File: src/rtl/sba_pkg.sv
// Shared SBA bus constants and helpers used by the SDRAM decode and bridge.
// The SDRAM window is 32 MB, so the controller sees a 25-bit byte address.
package sba_pkg;

    localparam int SBA_DW  = 32;
    localparam int SBA_WEW = 4;

    localparam int          SDRAM_AW   = 25;
    localparam logic [31:0] SDRAM_BASE = 32'h4000_0000;
    localparam logic [31:0] SDRAM_SIZE = 32'h0200_0000;

    function automatic logic sba_is_write(input logic [SBA_WEW-1:0] we);
        return |we;
    endfunction

    function automatic logic sba_in_sdram(input logic [31:0] addr);
        return (addr >= SDRAM_BASE) && (addr < (SDRAM_BASE + SDRAM_SIZE));
    endfunction

endpackage

File: src/rtl/sba_wbuf.sv
// One-entry posted write buffer: captures an SBA write on load and holds it
// until the bridge has handed it to the controller and the command completed.
module sba_wbuf
    import sba_pkg::*;
#(
    parameter int AW = 25,
    parameter int DW = 32
) (
    input  logic               i_clk,
    input  logic               i_rst_n,
    input  logic               i_load,
    input  logic               i_clear,
    input  logic [AW-1:0]      i_addr,
    input  logic [DW-1:0]      i_data,
    input  logic [SBA_WEW-1:0] i_mask,
    output logic               o_valid,
    output logic [AW-1:0]      o_addr,
    output logic [DW-1:0]      o_data,
    output logic [SBA_WEW-1:0] o_mask
);

    logic               valid_q, valid_d;
    logic [AW-1:0]      addr_q, addr_d;
    logic [DW-1:0]      data_q, data_d;
    logic [SBA_WEW-1:0] mask_q, mask_d;

    // load only happens while empty and clear only while full, so they never collide
    always_comb begin
        valid_d = valid_q;
        addr_d  = addr_q;
        data_d  = data_q;
        mask_d  = mask_q;
        if (i_clear) begin
            valid_d = 1'b0;
        end else if (i_load) begin
            valid_d = 1'b1;
            addr_d  = i_addr;
            data_d  = i_data;
            mask_d  = i_mask;
        end
    end

    always_ff @(posedge i_clk or negedge i_rst_n) begin
        if (!i_rst_n) begin
            valid_q <= 1'b0;
            addr_q  <= '0;
            data_q  <= '0;
            mask_q  <= '0;
        end else begin
            valid_q <= valid_d;
            addr_q  <= addr_d;
            data_q  <= data_d;
            mask_q  <= mask_d;
        end
    end

    assign o_valid = valid_q;
    assign o_addr  = addr_q;
    assign o_data  = data_q;
    assign o_mask  = mask_q;

endmodule

File: src/rtl/sdram_bridge.sv
// SBA-to-SDRAM-controller bridge: posts writes through a one-entry buffer with
// an early ack, and issues reads only once the buffer has drained.
//
// state | meaning
// IDLE  | drain a buffered write, or issue a read, when the controller is free
// WR    | write command accepted, waiting for busy to drop
// RD    | read command accepted, waiting for busy to drop to capture data
// ACK   | read data registered, ack pulse to the SBA master
module sdram_bridge
    import sba_pkg::*;
#(
    parameter int AW = 25,
    parameter int DW = 32
) (
    input  logic               i_clk,
    input  logic               i_rst_n,
    input  logic               i_stb,
    input  logic [SBA_WEW-1:0] i_we,
    input  logic [AW-1:0]      i_addr,
    input  logic [DW-1:0]      i_dat_w,
    output logic [DW-1:0]      o_dat_r,
    output logic               o_ack,
    output logic               o_sd_rd,
    output logic [SBA_WEW-1:0] o_sd_wmask,
    output logic [AW-1:0]      o_sd_addr,
    output logic [DW-1:0]      o_sd_din,
    input  logic [DW-1:0]      i_sd_dout,
    input  logic               i_sd_busy,
    output logic               o_idle
);

    localparam logic [1:0] ST_IDLE = 2'd0;
    localparam logic [1:0] ST_WR   = 2'd1;
    localparam logic [1:0] ST_RD   = 2'd2;
    localparam logic [1:0] ST_ACK  = 2'd3;

    logic [1:0]   state_q, state_d;
    logic         run_q;
    logic         wack_q, wack_d;
    logic [DW-1:0] dat_r_q, dat_r_d;

    logic               wb_valid;
    logic [AW-1:0]      wb_addr;
    logic [DW-1:0]      wb_data;
    logic [SBA_WEW-1:0] wb_mask;

    logic wr_accept;
    logic drain;
    logic rd_issue;
    logic wb_clear;

    // run_q keeps every command and accept quiet while reset is held, even if
    // the master is still presenting a strobe from before the reset
    assign wr_accept = run_q & i_stb & sba_is_write(i_we) & ~wb_valid & ~o_ack;
    assign drain     = run_q & (state_q == ST_IDLE) & wb_valid & ~i_sd_busy;
    assign rd_issue  = run_q & (state_q == ST_IDLE) & i_stb & ~sba_is_write(i_we)
                     & ~wb_valid & ~o_ack & ~i_sd_busy;
    assign wb_clear  = (state_q == ST_WR) & ~i_sd_busy;

    sba_wbuf #(
        .AW (AW),
        .DW (DW)
    ) u_wbuf (
        .i_clk   (i_clk),
        .i_rst_n (i_rst_n),
        .i_load  (wr_accept),
        .i_clear (wb_clear),
        .i_addr  (i_addr),
        .i_data  (i_dat_w),
        .i_mask  (i_we),
        .o_valid (wb_valid),
        .o_addr  (wb_addr),
        .o_data  (wb_data),
        .o_mask  (wb_mask)
    );

    always_comb begin
        state_d = state_q;
        dat_r_d = dat_r_q;
        wack_d  = wr_accept;
        case (state_q)
            ST_IDLE: begin
                if (drain) begin
                    state_d = ST_WR;
                end else if (rd_issue) begin
                    state_d = ST_RD;
                end
            end
            ST_WR: begin
                if (!i_sd_busy) begin
                    state_d = ST_IDLE;
                end
            end
            ST_RD: begin
                if (!i_sd_busy) begin
                    dat_r_d = i_sd_dout;
                    state_d = ST_ACK;
                end
            end
            default: begin
                state_d = ST_IDLE;
            end
        endcase
    end

    always_ff @(posedge i_clk or negedge i_rst_n) begin
        if (!i_rst_n) begin
            state_q <= ST_IDLE;
            run_q   <= 1'b0;
            wack_q  <= 1'b0;
            dat_r_q <= '0;
        end else begin
            state_q <= state_d;
            run_q   <= 1'b1;
            wack_q  <= wack_d;
            dat_r_q <= dat_r_d;
        end
    end

    assign o_ack      = wack_q | (state_q == ST_ACK);
    assign o_dat_r    = dat_r_q;
    assign o_sd_rd    = rd_issue;
    assign o_sd_wmask = drain ? wb_mask : '0;
    assign o_sd_din   = drain ? wb_data : '0;
    assign o_sd_addr  = drain ? wb_addr : (rd_issue ? i_addr : '0);
    assign o_idle     = ~wb_valid & (state_q == ST_IDLE);

endmodule
File: config.mk
export PLATFORM = sky130hd
export DESIGN_NAME = sdram_bridge
export DESIGN_NICKNAME = d
export VERILOG_FILES = /design/src/rtl/sba_pkg.sv /design/src/rtl/sba_wbuf.sv /design/src/rtl/sdram_bridge.sv
export SDC_FILE = /design/constraint.sdc
export NUM_CORES = 1
export LEC_CHECK = 0
export CAP_MARGIN = 20
export CORE_MARGIN = 10
export CORE_UTILIZATION = 40
export CTS_CLUSTER_DIAMETER = 150
export CTS_CLUSTER_SIZE = 8
export DETAILED_ROUTE_END_ITERATION = 6
export HOLD_SLACK_MARGIN = 0.02
export PLACE_DENSITY = 0.84
export SLEW_MARGIN = 15
export SYNTH_ARGS = -nofsm -noshare
export SYNTH_HDL_FRONTEND = slang
export SYNTH_SLANG_ARGS = --single-unit
File: constraint.sdc
create_clock -name i_clk -period 3.1 [get_ports i_clk]
set_input_delay 0.62 -clock i_clk [delete_from_list [all_inputs] [get_ports i_clk]]
set_output_delay 0.62 -clock i_clk [all_outputs]
set_load 0.02 [all_outputs]
==> results.md, run 1 <==
- Clock latency on the worst-skew pair: 0.35 ns
- #FFs+latches synth: 98
- Sequential area share after synthesis: 54.8%
- Hold_ws: 0.260 ns
- Crit Path Class: in -> out
- Hold Vio Cnt, Final: 0
- Post-synth ARST share: 100%
- Num CTS Buffers: 9
- Drt drc: 0
- FILL cells: 882
- Hold Crit Class: in -> async
- Max-slew violations: 0
- Routed Antenna Nets: 0
- Setup TNS: 0 ns
- Critical register-to-register path startpoint: u_wbuf.o_valid
- First-pass DRT Iterations: 4
- Pre-CTS WS: -0.381 ns
- Period minus WS final: 3.05 ns
- Final setup violating endpoints: 0
- Count of hold-fix buffers inserted at cts: 0
- Post-CTS setup buffer count: 0
- Worst Path Required: 2.48 ns
- Worst Tran Pin Value: 0.598 ns
- CTS tree: yes
- Resize count post-CTS: 121
- Global-route wire length before repair: 19.3 mm
- FF-to-FF path depth: 5
- Dpl hpwl: 9.16 mm
- WL/cell: 19.1 um
- Routed wl met3: 1.00 mm
- Worst path slowest cell: clkdlybuf4s50_1
- Syn nets: 388
- Share of cells above drive strength 1: 31.3%
- Area grow syn2layout: 50.3%
- Final Skew: 0.00987 ns
- Most common cell after layout, fill and taps aside: clkdlybuf4s50_1
- Height of the die: 126 um
- Rows: 38
- I/O Pins: 193
- Detailed Route WL: 12.1 mm
- Fin nets: 584
- Most frequent cells in the layout: clkdlybuf4s50_1, dfrtp_1, mux2_4
- Crit path max fanout: 15
- Yosys Warn Count: 0
- Buffers and inverters on the worst path: 3
- Number of flops mapped to enable cells by yosys: 0
- CTS max path bufs: 2
- Core Area: 0.0109 sq mm
- Status: complete, no violations
- Initial cell density of the core: 41.1%
- WP data arrival: 2.43 ns
- Worst r2r dst: u_wbuf.o_data[28]
- Power per standard cell area: 807 mW/mm^2
- Crit-path max cell delay: 0.43 ns
- DR vias: 3,041
- H-tree depth: 3
- Pleak: 2.98 nW
- Initial DRC Count: 110
- Mapped Area: 0.00448 sq mm
- Max_cap viols: 0
- Clk slew on worst S/H paths: 0.10 ns
- Worst Setup Start Kind: input pin
- IO buf count: 192
- RSZ-0062 raised after global routing: no
- Max Used Layer: met4
- F_max: 328 MHz
- Peak VDD IR: 0.391 mV
- DRT met1 WL: 4.99 mm
- Clock root cell: clkbuf_8
- Cell family with most CP delay: buffers and inverters
- Ant diodes: 0
- Worst setup EP type: output port
- Vias in the first global route: 3,401
- Final worst slack: 0.0531 ns
- RePlAce Congestion: 0.766
- Drt via density: 4.81
- Clock Sinks: 98
- Main flop type after synthesis: dfrtp_1
- R2R Setup Slk: 0.98 ns
- Syn Area/Cell: 15.4 sq um
- Synth Instances: 291
- Initial antenna violation count: 0
- Netlist cell types: 25
- Die ar.: 0.0158 sq mm
- WL met2: 5.91 mm
- Overall power: 0.00543 W
- Die Wd: 126 um
- Final critical-path share of the clock period: 98.3%
- Cell Chain, Critical Path: clkdlybuf4s50_1, or3_4, nor4b_4, buf_6, a22o_1, clkdlybuf4s15_2
- All-Layer GR Usage: 14.7%
- Largest net degree at the start of global routing: 62
- Remaining Overflow, GRT: 0
- Slew headroom: 60.1%
[stage by stage]
step	instance area [sq um]	std cells	util [%]
2_1_floorplan	4480	291	-
3_3_place_gp	6570	616	60.3
3_5_place_dp	6570	616	60.3
4_1_cts	6760	632	62.1
5_1_grt	6730	632	61.8
6_report	6730	632	61.8
[logic make-up (layout without fill, tap and decap cells)]
kind of cell	after synthesis	count (layout)	synth area share, %
buf+inv	18	219	2.96
compound gates	29	29	5.73
flops	98	98	54.8
other cells	1	1	0.0837
simple gates	52	52	8.05
mux	93	93	28.4
[layer usage]
metal  global-route usage (%)  vias up
met3                     5.75       13
met4                     4.15        0
li1                         -     1425
met2                     24.6      112
met5                        0        -
met1                     17.3     1491
[state kept, by name, indices dropped and copies added, names as in the netlist]
name / cells
run_q: 1
u_wbuf.o_mask: 4
state_q: 2
u_wbuf.o_valid: 1
u_wbuf.o_data: 32
u_wbuf.o_addr: 25
wack_q: 1
o_dat_r: 32
[power by group]
group	internal (W)	switching (W)	total, W
combinational	0.00144	0.000961	0.00240
sequential	0.00191	0.000356	0.00227
clock	0.000336	0.000427	0.000763
[cell type report]
| cell class | instances | area (sq um) | area share, % |
|---|---|---|---|
| multi-input combinational | 175 | 1920 | 28.5 |
| clock buffer | 12 | 155 | 2.30 |
| timing repair buffer | 203 | 2010 | 29.8 |
| sequential | 98 | 2450 | 36.4 |
| clock inverter | 4 | 26.3 | 0.390 |
| tap | 140 | 175 | 2.60 |
[worst max-delay path by stage]
stage / from / to / slack (ns) / cells past startpoint
after floorplan: i_we[1] / o_sd_addr[15] / 0.49 / 4
after global placement: i_sd_busy / o_sd_addr[20] / -0.35 / 6
after detailed placement: i_sd_busy / o_sd_addr[2] / -0.38 / 6
after CTS: i_we[1] / o_sd_addr[2] / 0.02 / 6
after global routing: i_sd_busy / o_sd_addr[12] / 0.002 / 6
final: i_sd_busy / o_sd_addr[1] / 0.05 / 6
[synthesized netlist by cell type, types with 2 or more instances]
master / instances / area share, %
clkbuf_1: 6 / 0.50
a22o_1: 25 / 4.9
nor3_1: 2 / 0.22
dfrtp_1: 98 / 55
mux2_2: 33 / 8.3
buf_2: 4 / 0.45
and2_1: 37 / 5.2
buf_6: 8 / 2.0
mux2_4: 60 / 20
nor2_1: 2 / 0.17
nand2_1: 2 / 0.17
Power figures use the tool's default switching activity.
==> run 2, diff against run 1 <==
--- a/config.mk
+++ b/config.mk
@@ -5,6 +5,7 @@
 export SDC_FILE = /design/constraint.sdc
 export NUM_CORES = 1
 export LEC_CHECK = 0
+export ABC_AREA = 1
 export CAP_MARGIN = 20
 export CORE_MARGIN = 10
 export CORE_UTILIZATION = 40
==> results.md, run 2 <==
- Status: complete, no violations (unchanged)
- CP startpoint: i_sd_busy (unchanged)
- Hold Vio Cnt, Final: 0 (unchanged)
- Clk slew on worst S/H paths: 0.06 ns (was 0.10 ns)
- Period minus WS final: 2.99 ns (was 3.05 ns)
- Drt drc: 0 (unchanged)
- F_max: 334 MHz (was 328 MHz)
- Most frequent cells in the layout: clkdlybuf4s50_1, nor2_1, dfrtp_1 (was clkdlybuf4s50_1, dfrtp_1, mux2_4)
- Worst Path Required: 2.48 ns (about the same)
- Pre-CTS WS: -0.110 ns (was -0.381 ns)
- Main flop type after synthesis: dfrtp_1 (unchanged)
- Crit path max fanout: 10 (was 15)
- R2R Setup Slk: 1.26 ns (was 0.98 ns)
- Area grow syn2layout: 54.4% (was 50.3%)
- Count of hold-fix buffers inserted at cts: 0 (unchanged)
- Post-synth ARST share: 100% (unchanged)
- Biggest area consumer among synthesized cells: dfrtp_1 (unchanged)
- Dpl hpwl: 10.0 mm (was 9.16 mm)
- Cell Chain, Critical Path: clkdlybuf4s50_1, nor2_2, nand3_4, buf_4, nor2_1, clkdlybuf4s50_1 (was clkdlybuf4s50_1, or3_4, nor4b_4, buf_6, a22o_1, clkdlybuf4s15_2)
- WP data arrival: 2.37 ns (was 2.43 ns)
- Synth top area cells: dfrtp_1, a21oi_2, nor2_1 (was dfrtp_1, mux2_4, mux2_2)
- Clock latency on the worst-skew pair: 0.33 ns (was 0.35 ns)
- Die ar.: 0.0161 sq mm (was 0.0158 sq mm)
- IO buf count: 192 (unchanged)
- Crit Path Class: in -> out (unchanged)
- Setup TNS: 0 ns (unchanged)
- Count leader, synth: nor2_1 (was dfrtp_1)
- Worst path slowest cell: clkdlybuf4s50_1 (unchanged)
- Fin nets: 754 (was 584)
- Vias in the first global route: 4,133 (was 3,401)
- Clock Sinks: 98 (unchanged)
- Worst Tran Pin Value: 0.697 ns (was 0.598 ns)
- Final setup violating endpoints: 0 (unchanged)
- Worst setup EP type: output port (unchanged)
- Ant diodes: 0 (unchanged)
- Rows: 38 (unchanged)
- Initial DRC Count: 252 (was 110)
- Netlist cell types: 20 (was 25)
- #FFs+latches synth: 98 (unchanged)
- Most common cell after layout, fill and taps aside: clkdlybuf4s50_1 (unchanged)
- Sequential area share after synthesis: 53.6% (was 54.8%)
- CTS max path bufs: 2 (unchanged)
- Final Skew: 0.0105 ns (was 0.00987 ns)
- Num CTS Buffers: 9 (unchanged)
- Drt via density: 4.80 (was 4.81)
- RePlAce Congestion: 0.775 (was 0.766)
- Remaining Overflow, GRT: 0 (unchanged)
- Number of flops mapped to enable cells by yosys: 0 (unchanged)
- Fin util: 64.0% (was 61.8%)
- Most used cell, CP: clkdlybuf4s50_1
- Syn nets: 564 (was 388)
- Critical register-to-register path startpoint: state_q[1] (was u_wbuf.o_valid)
- Initial cell density of the core: 41.5% (was 41.1%)
- Max_cap viols: 0 (unchanged)
- Synth Instances: 467 (was 291)
- Mapped Area: 0.00457 sq mm (was 0.00448 sq mm)
- RSZ-0062 raised after global routing: no (unchanged)
- Share of the synthesized area in the top cell type: 53.6% (was 54.8%)
- FILL cells: 864 (was 882)
- Share of cells above drive strength 1: 19.8% (was 31.3%)
- I/O Pins: 193 (unchanged)
- Pleak: 4.16 nW (was 2.98 nW)
- Crit-path max cell delay: 0.64 ns (was 0.43 ns)
- Peak VDD IR: 0.517 mV (was 0.391 mV)
- Core Area: 0.0110 sq mm (was 0.0109 sq mm)
- Max-slew violations: 0 (unchanged)
- All-Layer GR Usage: 15.4% (was 14.7%)
- Hold Crit Class: in -> async (unchanged)
- Commonest cells post-synth: nor2_1, dfrtp_1, inv_1 (was dfrtp_1, mux2_4, and2_1)
- Routed Antenna Nets: 0 (unchanged)
- Syn Area/Cell: 9.80 sq um (was 15.4 sq um)
- Initial antenna violation count: 0 (unchanged)
- Largest net degree at the start of global routing: 69 (was 62)
- WL/cell: 16.2 um (was 19.1 um)
- First-pass DRT Iterations: 4 (unchanged)
- Detailed Route WL: 13.0 mm (was 12.1 mm)
- CTS tree: yes (unchanged)
- Slew headroom: 53.6% (was 60.1%)
- Global-route wire length before repair: 20.5 mm (was 19.3 mm)
- Die Wd: 127 um (was 126 um)
- H-tree depth: 3 (unchanged)
- DR vias: 3,849 (was 3,041)
- Final worst slack: 0.106 ns (was 0.0531 ns)
- Height of the die: 127 um (was 126 um)
- Power per standard cell area: 820 mW/mm^2 (was 807 mW/mm^2)
- Final critical-path share of the clock period: 96.6% (was 98.3%)
- Yosys Warn Count: 0 (unchanged)
- Worst Setup Start Kind: input pin (unchanged)
- Clock root cell: clkbuf_16 (was clkbuf_8)
-- run 2: cell type report --
class / count / area (sq um) / share of cell area (%)
sequential: 98 / 2450 / 34.7
timing repair buffer: 206 / 2200 / 31.1
multi-input combinational: 273 / 1690 / 23.9
inverter: 69 / 259 / 3.67
clock buffer: 11 / 253 / 3.58
tap: 140 / 175 / 2.48
clock inverter: 5 / 35.0 / 0.496
-- run 2: worst max-delay path, delay by kind of cell --
| kind | cells | cell delay (ns) |
|---|---|---|
| buf+inv | 3 | 1.30 |
| simple gates | 3 | 0.45 |
-- run 2: kinds of logic (layout without fill, tap and decap cells) --
logic type	count (synthesis)	in the layout	share of synthesized area, %
muxes	32	32	7.88
AOI/OAI and AO/OA	90	90	15.6
DFF	98	98	53.6
other	1	1	0.0820
buffers and inverters	96	291	9.93
and+or+nand+nor	150	150	12.9
-- run 2: timing repair --
action,4_1_cts,5_1_grt
gates resized for setup,3,52
setup buffers,0,0
endpoints found under the setup margin,42,52
-- run 2: routing by layer --
layer / global-route usage, % / up-vias / share of wire [%]
met3: 5.87 / 13 / 9.0
met4: 4.22 / 0 / 1.0
li1: - / 1867 / -
met2: 25.9 / 149 / 49
met1: 18.1 / 1820 / 41
met5: 0 / - / 0
-- run 2: path summary, 6_finish.rpt --
kind	to	cells past startpoint
setup / recovery	o_sd_wmask[2]	6
hold / removal	o_dat_r[17]	1
setup reg to reg	u_wbuf.o_data[11]	6
hold reg to reg	o_dat_r[17]	1
max in group asynchronous	o_dat_r[12]	2
min in group i_clk	o_dat_r[17]	1
-- run 2: report_power, final --
part / total (W) / leakage [nW] / internal (W) / switching, W
Clock: 0.00105 / 0.142 / 0.000591 / 0.000461
Combinational: 0.00264 / 2.93 / 0.00123 / 0.00141
Sequential: 0.00210 / 1.09 / 0.00188 / 0.000225
-- run 2: through the flow --
step	hold slack, ns	cell area, sq um	instances	power (W)
final	0.279	7060	802	0.00580
after floorplan	0.324	4570	467	0.00369
after global routing	0.318	7060	802	0.00619
after detailed placement	0.491	6650	786	0.00481
after CTS	0.298	6930	802	0.00588
after global placement	0.485	6650	786	0.00469
